$ cat src/rtl/if_fetch_ctrl_pkg.sv
// Shared definitions for the fetch stage: opcode list, NOP encoding, fetch FSM states.
// The opcode list is common with the MEM-stage condition evaluator.
package if_fetch_ctrl_pkg;

    localparam int          IR_W_DEF = 16;
    localparam int          OPC_W    = 5;
    localparam logic [15:0] NOP_WORD = 16'h0000;

    localparam logic [OPC_W-1:0] OP_NOP  = 5'h00;
    localparam logic [OPC_W-1:0] OP_ADD  = 5'h01;
    localparam logic [OPC_W-1:0] OP_SUB  = 5'h02;
    localparam logic [OPC_W-1:0] OP_LD   = 5'h03;
    localparam logic [OPC_W-1:0] OP_ST   = 5'h04;
    localparam logic [OPC_W-1:0] OP_BEQ  = 5'h05;
    localparam logic [OPC_W-1:0] OP_JMP  = 5'h06;
    localparam logic [OPC_W-1:0] OP_HALT = 5'h1F;

    typedef enum logic {
        FETCH = 1'b0,
        HALT  = 1'b1
    } fetch_state_t;

endpackage

$ cat src/rtl/if_fetch_ctrl_id_reg.sv
// IF/ID pipeline register: load a fetched word, hold it, or replace it with a bubble.
module if_id_reg
    import if_fetch_ctrl_pkg::*;
#(
    parameter int PC_W = 8,
    parameter int IR_W = IR_W_DEF
) (
    input  logic            clk,
    input  logic            rst_n,
    input  logic            load,
    input  logic            bubble,
    input  logic [IR_W-1:0] ir,
    input  logic [PC_W-1:0] pc,
    output logic [IR_W-1:0] id_ir,
    output logic [PC_W-1:0] id_pc,
    output logic            id_valid
);

    // bubble takes priority; id_pc is left alone since it is meaningless without id_valid
    always_ff @(posedge clk or negedge rst_n) begin
        if (!rst_n) begin
            id_ir    <= IR_W'(NOP_WORD);
            id_pc    <= '0;
            id_valid <= 1'b0;
        end else if (bubble) begin
            id_ir    <= IR_W'(NOP_WORD);
            id_valid <= 1'b0;
        end else if (load) begin
            id_ir    <= ir;
            id_pc    <= pc;
            id_valid <= 1'b1;
        end
    end

endmodule

$ cat src/rtl/if_fetch_ctrl.sv
// IF stage of the 16-bit CPU: PC register, next-PC mux, FETCH/HALT FSM and IF/ID register.
// Optional feature macro JUMP_CNT_EN adds a saturating jump_cnt output.
module if_fetch_ctrl
    import if_fetch_ctrl_pkg::*;
#(
    parameter int              PC_W     = 8,
    parameter logic [PC_W-1:0] RESET_PC = '0,
    parameter int              IR_W     = IR_W_DEF
) (
    input  logic            clk,
    input  logic            rst_n,
    input  logic            stall,
    input  logic            jump,
    input  logic [PC_W-1:0] jump_target,
    output logic [PC_W-1:0] imem_addr,
    input  logic [IR_W-1:0] imem_rdata,
    output logic [IR_W-1:0] id_ir,
    output logic [PC_W-1:0] id_pc,
    output logic            id_valid,
    output logic            flush_idex,
    output logic            flush_exmem,
    output logic            halted
`ifdef JUMP_CNT_EN
    ,
    output logic [15:0]     jump_cnt
`endif
);

    fetch_state_t    state, state_next;
    logic [PC_W-1:0] pc, pc_next;
    logic            load, bubble;
    logic [OPC_W-1:0] opcode;

    assign opcode      = imem_rdata[IR_W-1 -: OPC_W];
    assign imem_addr   = pc;
    assign flush_idex  = jump;
    assign flush_exmem = jump;
    assign halted      = (state == HALT);

    always_ff @(posedge clk or negedge rst_n) begin
        if (!rst_n) begin
            state <= FETCH;
            pc    <= RESET_PC;
        end else begin
            state <= state_next;
            pc    <= pc_next;
        end
    end

    // Priority: jump > stall > normal. HALT word is latched but PC stays on it.
    always_comb begin
        state_next = state;
        pc_next    = pc;
        load       = 1'b0;
        bubble     = 1'b0;
        if (jump) begin
            pc_next    = jump_target;
            bubble     = 1'b1;
            state_next = FETCH;
        end else if (!stall) begin
            if (state == FETCH) begin
                load = 1'b1;
                if (opcode == OP_HALT) begin
                    state_next = HALT;
                end else begin
                    pc_next = pc + PC_W'(1);
                end
            end else begin
                bubble = 1'b1;
            end
        end
    end

    if_id_reg #(
        .PC_W (PC_W),
        .IR_W (IR_W)
    ) u_if_id_reg (
        .clk      (clk),
        .rst_n    (rst_n),
        .load     (load),
        .bubble   (bubble),
        .ir       (imem_rdata),
        .pc       (pc),
        .id_ir    (id_ir),
        .id_pc    (id_pc),
        .id_valid (id_valid)
    );

`ifdef JUMP_CNT_EN
    always_ff @(posedge clk or negedge rst_n) begin
        if (!rst_n) begin
            jump_cnt <= '0;
        end else if (jump && (jump_cnt != 16'hFFFF)) begin
            jump_cnt <= jump_cnt + 16'd1;
        end
    end
`endif

endmodule

$ cat config.mk
export PLATFORM = sky130hd
export DESIGN_NAME = if_fetch_ctrl
export DESIGN_NICKNAME = d
export VERILOG_FILES = /design/src/rtl/if_fetch_ctrl_pkg.sv /design/src/rtl/if_fetch_ctrl_id_reg.sv /design/src/rtl/if_fetch_ctrl.sv
export SDC_FILE = /design/constraint.sdc
export NUM_CORES = 1
export LEC_CHECK = 0
export ABC_AREA = 0
export CELL_PAD_IN_SITES_DETAIL_PLACEMENT = 1
export CELL_PAD_IN_SITES_GLOBAL_PLACEMENT = 1
export CORE_UTILIZATION = 28
export DETAILED_ROUTE_END_ITERATION = 16
export GPL_ROUTABILITY_DRIVEN = 0
export HOLD_SLACK_MARGIN = 0.06
export PLACE_DENSITY = 0.76
export SYNTH_ARGS = -nofsm -noshare
export SYNTH_HDL_FRONTEND = slang
export SYNTH_SLANG_ARGS = --single-unit
export TNS_END_PERCENT = 50
$ cat constraint.sdc
create_clock -name clk -period 1.7 [get_ports clk]
set_clock_uncertainty 0.2 [all_clocks]
set_input_delay 0.34 -clock clk [delete_from_list [all_inputs] [get_ports clk]]
set_output_delay 0.34 -clock clk [all_outputs]
set_load 0.05 [all_outputs]
## Word-level counts from Yosys, hierarchy flattened

Cells that the tools add are included.

- Bits in registers: 34
- Output and inout port bits: 36
- Logic and storage cells: 32

- Add/subtract/negate cells: 1
- Equality and inequality tests: 4
- Muxes and demuxes: 18
- Bitwise gates (word level): 1
- Reductions and logical operators: 3

Operators with widths:

| operator | count |
|---|---|
| 2-to-1 mux 16 bit | 2 |
| 2-to-1 mux 8 bit | 4 |
| 2-to-1 mux 1 bit | 12 |
| adder 8 x 1 -> 8 bit (second input constant) | 1 |
| == test 5 bit (second input constant) | 1 |
| inequality test 2 bit (second input constant) | 2 |
| AND reduction 3 bit | 1 |
| inequality test 2 x 1 -> 1 bit (second input constant) | 1 |
| AND reduction 2 bit | 1 |
| nonzero test 2 bit | 1 |
| NOT 1 bit | 1 |

## Longest topological paths before layout

Gate-level depths: netlist of run 1.

- Depth in word-level cells: 5
- Depth in mapped cells: 6

## Hierarchy

A second synthesis of run 1 with hierarchy kept.

- Cells, all modules: 132
- Area total of the unflattened synthesis: 1579.0 µm²

Modules (own cells, without submodules):

| module | instances | cells each | area an instance (µm²) | seq. area each (µm²) |
|---|---|---|---|---|
| if_id_reg | 1 | 73 | 1028.5 | 625.6 |
| if_fetch_ctrl | 1 | 59 | 550.5 | 225.2 |

## Worst setup path before layout of run 1

No wires, ideal clock.

- Path type: register -> register
- Start point: reg state (netlist: halted)
- End point: reg pc[7] (netlist: imem_addr[7])
- Setup time: 124 ps
- Arrival: 1766 ps
- Path slack: -390 ps
- Stages on the path, launching flop included: 7
- Buffers on the path: 2
- Period minus slack after synthesis: 2090 ps
- Path through: dfrtp_1 -> or2_0 -> buf_2 -> a21o_1 -> buf_6 -> o31a_1 -> o31a_1

- Longest elaborated chain between the ends: 2

Ends and longest elaborated chain:

| item | RTL line | text |
|---|---|---|
| from (decl) | if_fetch_ctrl.sv:29 | `fetch_state_t state, state_next;` |
| from (signal assigned) | if_fetch_ctrl.sv:45 | `state <= state_next;` |
| inequality test 2 bit (no line) | -- |  |
| AND reduction 3 bit (no line) | -- |  |
| to (signal assigned) | if_fetch_ctrl.sv:46 | `pc <= pc_next;` |
| to (decl) | if_fetch_ctrl.sv:30 | `logic [PC_W-1:0] pc, pc_next;` |

No other way between the ends.
A chain may end at the register's enable or synchronous reset.

## Worst setup path in the final report of run 1

- Start point: in imem_rdata[12]
- End point: reg pc[7] (netlist: imem_addr[7])

- Longest elaborated chain between the ends: 3

Ends and longest elaborated chain:

| item | RTL line | text |
|---|---|---|
| from (decl) | if_fetch_ctrl.sv:16 | `input logic [IR_W-1:0] imem_rdata,` |
| == test 5 bit | if_fetch_ctrl.sv:63 | `if (opcode == OP_HALT) begin` |
| inequality test 2 bit (no line) | -- |  |
| AND reduction 3 bit (no line) | -- |  |

No other way between the ends.

==> results of run 1 <==
power groups by stage:
| stage | clock network [mW] | logic [mW] | registers [mW] |
|---|---|---|---|
| after floorplan | 0 | 0.153 | 1.27 |
| after global placement | 0 | 0.995 | 1.01 |
| after detailed placement | 0 | 1.01 | 1.02 |
| after CTS | 0.640 | 1.02 | 1.00 |
| after global routing | 0.674 | 1.09 | 1.02 |
| final | 0.627 | 1.05 | 1.01 |
worst register-to-register path: stages (launching register included):
cell	delay, ns
dfrtp_2	0.40
or2_4	0.24
buf_6	0.13
nor2_4	0.12
buf_6	0.14
mux2_2	0.33
worst max-delay path by stage:
stage | depth (start not counted) | end | startpoint | slack (ns)
after floorplan | 6 | imem_addr[7]$_DFFE_PN0P_ | halted$_DFFE_PN0P_ | -0.23
after global placement | 5 | imem_addr[7]$_DFFE_PN0P_ | imem_rdata[15] | -0.36
after detailed placement | 6 | u_if_id_reg.id_pc[3]$_DFFE_PN0P_ | stall | -0.39
after CTS | 5 | u_if_id_reg.id_pc[3]$_DFFE_PN0P_ | halted$_DFFE_PN0P_ | 0.005
after global routing | 5 | imem_addr[7]$_DFFE_PN0P_ | imem_rdata[12] | -0.03
final | 5 | imem_addr[7]$_DFFE_PN0P_ | imem_rdata[12] | -0.0005
stage by stage:
stage / area, µm² / TNS [ns] / hold slack [ns]
4_1_cts: 2750 / 0 / 0.238
2_1_floorplan: 1460 / -1.07 / -0.156
3_5_place_dp: 2640 / -11.56 / 0.146
5_1_grt: 2820 / -0.0379 / 0.242
3_3_place_gp: 2640 / -10.06 / 0.134
6_report: 2820 / -0.000458 / 0.243
state kept, by name, summed over array words and instances (netlist names):
register / cells
halted: 1
u_if_id_reg.id_ir: 16
u_if_id_reg.id_pc: 8
imem_addr: 8
u_if_id_reg.id_valid: 1
cell families after synthesis:
family,synth area share [%]
flops,59.1
compound gates,16.3
mux,6.95
buf+inv,4.34
simple gates,9.99
xor+xnor,2.43
fa+ha+maj,0.869
what timing repair did:
item                       CTS  global route
cloned                       0             0
setup endpoints to repair   24            14
buffers inserted             0             2
pin swaps                    3             1
hold buffers                 1             0
resized for setup            7            15
hold endpoints to repair    22             0
layout by cell type, fill, tap and decap left out, drive strengths merged, types with 2 or more instances in the layout:
master / netlist / routed
o21ai: 7 / 7
a21o: 2 / 2
or4: 2 / 2
nor2b: 3 / 3
dlygate4sd2: 0 / 4
clkbuf: 5 / 6
o31a: 2 / 2
inv: 2 / 2
buf: 5 / 61
nand3: 4 / 4
a22o: 16 / 16
xnor2: 3 / 3
mux2: 8 / 8
clkdlybuf4s50: 0 / 22
nand4: 2 / 2
a211oi: 3 / 3
nand2: 8 / 8
dfrtp: 34 / 34
final cells by class:
cell class | count | area (µm²) | area share [%]
sequential | 34 | 855 | 30.3
inverter | 2 | 7.51 | 0.266
clock inverter | 2 | 12.5 | 0.443
tap | 67 | 83.8 | 2.97
multi-input combinational | 71 | 586 | 20.8
timing repair buffer | 88 | 1190 | 42.4
clock buffer | 6 | 82.6 | 2.93
metal layers:
layer / track usage (%) / wire length, µm / vias up / share of wire (%)
met4: 8.12 / 78 / 0 / 1.7
li1: - / - / 595 / -
met3: 4.39 / 214 / 8 / 4.7
met1: 22.8 / 1860 / 646 / 41
met2: 30.8 / 2430 / 44 / 53
met5: 0 / 0 / - / 0
==> results.tsv, run 1 <==
stage	metric	value	unit
placed_design	Inst Count DP	259	
cells_and_area	antenna fix cells	0	
critical_path	RR Endpoint	u_if_id_reg.id_pc[7]$_DFFE_PN0P_	
critical_path	CP peak stage delay	0.43	ns
critical_path	CP max-delay cell	clkdlybuf4s50_1	
cts	CTS buffer count	5	
die	die area	5430	µm²
placed_design	Final HPWL DP	3570	µm
worst_hold_path	Worst Hold Launch	imem_rdata[11]	
cts	clk_lat worst skew	0.29	ns
route	DR vias	1293	
synth	ys async rst share	100	%
power	clock share of power	23.4	%
critical_path	R2R Setup Slk	0.04	ns
critical_path	number of buffers and inverters on the critical path	1	
flow_run	MaxCap Viol Count	0	
critical_path	Crit Path Max Fanout	6	
power	Psw	0.915	mW
critical_path	Setup crit end kind	flip-flop	
cells_and_area	FILL cells	479	
critical_path	critical path data required time	1.67	ns
power	Peak VDD IR	591	µV
cells_and_area	Finished Core Util	58.2	%
sta	RSZ-0062 raised after global routing	true	
critical_path	crit-path cells	clkdlybuf4s50_1 -> and4_4 -> a21o_4 -> o31a_1 -> o31a_1	
synth	area of the mapped netlist	1440	µm²
synth	post-synthesis cell count	117	
sta	Final setup viols	1	
critical_path	CP arrival	1.67	ns
synth	cell with the most instances after synthesis	dfrtp_1	
synth	syn avg cell area	12.3	µm²
cts	CTS Sinks	34	
synth	Yosys cell types	29	
synth	Synthesis Warnings	0	
die	area of the core	4850	µm²
die	Die Wd	73.7	µm
die	# rows	25	
sta	Final Max Slew Viols	0	
route	Vias/cell	4.79	
placed_design	Post-Place Setup Slack	-0.393	ns
route	1st-iter DRT viols	76	
cells_and_area	Synth-to-Final Area Change	95.9	%
route	detailed-route DRC error count	0	
critical_path	reg-to-reg startpoint	halted$_DFFE_PN0P_	
power	Combinational Power Share	39.0	%
grt	Overflow after GRT	0	
critical_path	cell mode on critical path	o31a_1	
route	WL per Instance	17.0	µm
power	Final Power	2.68	mW
sta	Hold Vio Cnt, Final	0	
cts	htree depth	2	
route	wirelength, routed	4580	µm
sta	Relative slew margins	65.5	%
critical_path	Crit Path Class	in -> reg	
grt	largest net degree at the start of global routing	24	
cts	CTS tree	built	
synth	Commonest cells post-synth	dfrtp_1, a22o_1, mux2_2, nand2_1, o21ai_0	
grt	number of global-route vias before repair	1458	
grt	first-pass GRT wire length	7320	µm
route	number of nets still failing antenna checks after routing	0	
worst_hold_path	end of the worst hold path	u_if_id_reg.id_ir[11]$_DFFE_PN0P_	
sta	Tmin final	1.70	ns
grt	initial antenna violation count	0	
critical_path	Top delay family on crit path	compound AO/OA/AOI/OAI gates	
cts	Clock transition at path regs	0.08	ns
cells_and_area	share of cells above drive strength 1	42.9	%
die	die height	73.7	µm
synth	leading area contributor after synthesis	dfrtp_1	
synth	main flop type after synthesis	dfrtp_1	
worst_hold_path	worst min-delay path category	in -> reg	
sta	Max Clock Freq	588	MHz
critical_path	startpoint types	input pin	
sta	Slew @ Worst Pin	0.517	ns
die	Ports	64	
power	Sw Share	34.2	%
route	DR pass1 iterations	4	
status	failing checks	setup timing	
placed_design	Port Buffers	63	
synth	Post-Syn Nets	146	
cells_and_area	layout net count	231	
synth	sequential cell area fraction in the yosys report	59.1	%
die	Initial Util	29.7	%
power	P_leak	1.26	nW
power	Flop pwr share	37.6	%
critical_path	Reg2Reg Depth	5	
synth	Post-synth EDFFs	0	
cts	CTS Buffer Depth	2	
sta	final worst setup slack	-0.000458	ns
cells_and_area	fin cells	270	
power	Power Density	949	nW/µm²
cts	root buffer cell	clkbuf_8	
worst_hold_path	Worst Hold Depth	2	
power	Internal Power	1.76	mW
synth	Synth area leaders	dfrtp_1, a22o_1, mux2_2	
grt	global-route usage over all layers	18.5	%
status	status	complete, but fails checks	
synth	area share of the largest cell type after synthesis	59.1	%
synth	#FFs+latches synth	34	
sta	fin crit share	100	%
Power figures use the tool's default switching activity.
==> run 2, diff against run 1 <==
- CORE_UTILIZATION: 28 -> 31
- PLACE_DENSITY: 0.76 -> 0.79
- clock period: 1.7 -> 1.6 ns (I/O delays scaled with it)
==> results.tsv, run 2 (synthesis results as in run 1) <==
stage	metric	value	unit
sta	TNS Setup	-0.784	ns
die	die height	70.2	µm
grt	global-route usage over all layers	21.1	%
route	WL per Instance	18.9	µm
grt	number of global-route vias before repair	1536	
placed_design	dpl cell area	2630	µm²
cts	Clock transition at path regs	0.07	ns
sta	Tmin final	1.68	ns
sta	Slew @ Worst Pin	0.364	ns
sta	Max Clock Freq	597	MHz
critical_path	R2R Setup Slk	-0.08	ns
cells_and_area	fin cells	254	
die	area of the core	4410	µm²
route	Vias/cell	5.17	
route	1st-iter DRT viols	32	
cells_and_area	Biggest register	u_if_id_reg.id_ir	
die	Die Wd	70.2	µm
sta	final worst setup slack	-0.0760	ns
power	Power Density	989	nW/µm²
cts	CTS Buffer Depth	2	
critical_path	critical path data required time	1.57	ns
worst_hold_path	worst min-delay path category	in -> reg	
die	# rows	24	
die	Ports	64	
placed_design	Final HPWL DP	3550	µm
sta	RSZ-0062 raised after global routing	true	
cells_and_area	Synth-to-Final Area Change	98.2	%
die	die area	4920	µm²
route	DR pass1 iterations	6	
power	Peak VDD IR	606	µV
cells_and_area	share of cells above drive strength 1	44.1	%
critical_path	Crit Path Class	reg -> reg	
cells_and_area	antenna fix cells	0	
critical_path	Crit Path Max Fanout	5	
cts	htree depth	2	
cells_and_area	layout net count	230	
route	wirelength, routed	4800	µm
grt	largest net degree at the start of global routing	22	
cts	CTS buffer count	5	
placed_design	Inst Count DP	241	
sta	fin crit share	105	%
sta	Relative slew margins	75.7	%
grt	Overflow after GRT	0	
placed_design	Port Buffers	63	
cells_and_area	post-route cell area	2850	µm²
cts	CTS tree	built	
cells_and_area	max reg flops	16	
sta	Hold Vio Cnt, Final	0	
status	status	complete, but fails checks	
status	failing checks	setup timing	
flow_run	MaxCap Viol Count	0	
cts	CTS Sinks	34	
grt	initial antenna violation count	0	
route	detailed-route DRC error count	0	
sta	Final Max Slew Viols	0	
critical_path	CP arrival	1.64	ns
route	DR vias	1313	
route	number of nets still failing antenna checks after routing	0	
critical_path	Setup crit end kind	flip-flop	
cts	clk_lat worst skew	0.28	ns
critical_path	startpoint types	flip-flop	
grt	first-pass GRT wire length	7870	µm
cells_and_area	commonest non-fill, non-tap cell in the layout	buf_12	
cells_and_area	most frequent cells in the layout	buf_12, dfrtp_1, clkdlybuf4s50_1	
power	P_leak	1.29	nW
die	Initial Util	32.6	%
sta	Final setup viols	15	
cts	root buffer cell	clkbuf_8	
run 2: final cells by class:
| cell class | instances | area (µm²) |
|---|---|---|
| clock buffers | 6 | 72.6 |
| clock inverters | 2 | 10.0 |
| fillers | 407 | 1560 |
| inverters | 2 | 7.51 |
| multi-input cells | 71 | 623 |
| flip-flops and latches | 34 | 855 |
| well taps | 52 | 65.1 |
| repair buffers | 87 | 1220 |
run 2: worst paths after layout:
path,start,end,depth (start not counted)
setup / recovery,halted$_DFFE_PN0P_,u_if_id_reg.id_pc[4]$_DFFE_PN0P_,5
hold reg to reg,u_if_id_reg.id_ir[3]$_DFFE_PN0P_,u_if_id_reg.id_ir[3]$_DFFE_PN0P_,1
max in group asynchronous,rst_n,halted$_DFFE_PN0P_,3
hold / removal,imem_rdata[13],u_if_id_reg.id_ir[13]$_DFFE_PN0P_,2
min in group asynchronous,rst_n,u_if_id_reg.id_pc[4]$_DFFE_PN0P_,2
setup reg to reg,halted$_DFFE_PN0P_,u_if_id_reg.id_pc[4]$_DFFE_PN0P_,5
run 2: through the flow:
| stage | hold slack [ns] | power, mW | util (%) | setup slack (ns) |
|---|---|---|---|---|
| after floorplan | -0.176 | 1.52 | - | -0.332 |
| after global placement | 0.0375 | 2.13 | 59.5 | -0.427 |
| after detailed placement | 0.0495 | 2.17 | 59.5 | -0.503 |
| after CTS | 0.234 | 2.82 | 63.8 | -0.0881 |
| after global routing | 0.245 | 2.93 | 64.7 | -0.130 |
| final | 0.232 | 2.82 | 64.7 | -0.0760 |
run 2: power by group:
group | internal, mW | total (mW) | switching [mW]
clock network | 0.301 | 0.603 | 0.301
logic | 0.595 | 1.16 | 0.560
registers | 0.952 | 1.06 | 0.112
run 2: critical path, stage by stage, from the launching register on:
cell and delay [ns]:
dfrtp_2 0.41, or2_4 0.25, buf_6 0.13, nor2_4 0.11
buf_6 0.15, mux2_4 0.31
run 2: repair_timing:
action,CTS,global route
gates resized for setup,26,12
hold endpoints to repair,34,0
endpoints found under the setup margin,35,33
hold buffers,1,0
setup buffers,4,0
pin swaps,8,8
run 2: per-layer routing:
metal | GRT usage, % | wire, µm | vias up
li1 | - | - | 586
met1 | 24.6 | 1890 | 674
met2 | 37.4 | 2640 | 46
met3 | 5.63 | 228 | 7
met4 | 7.11 | 55 | 0
met5 | 0 | 0 | -
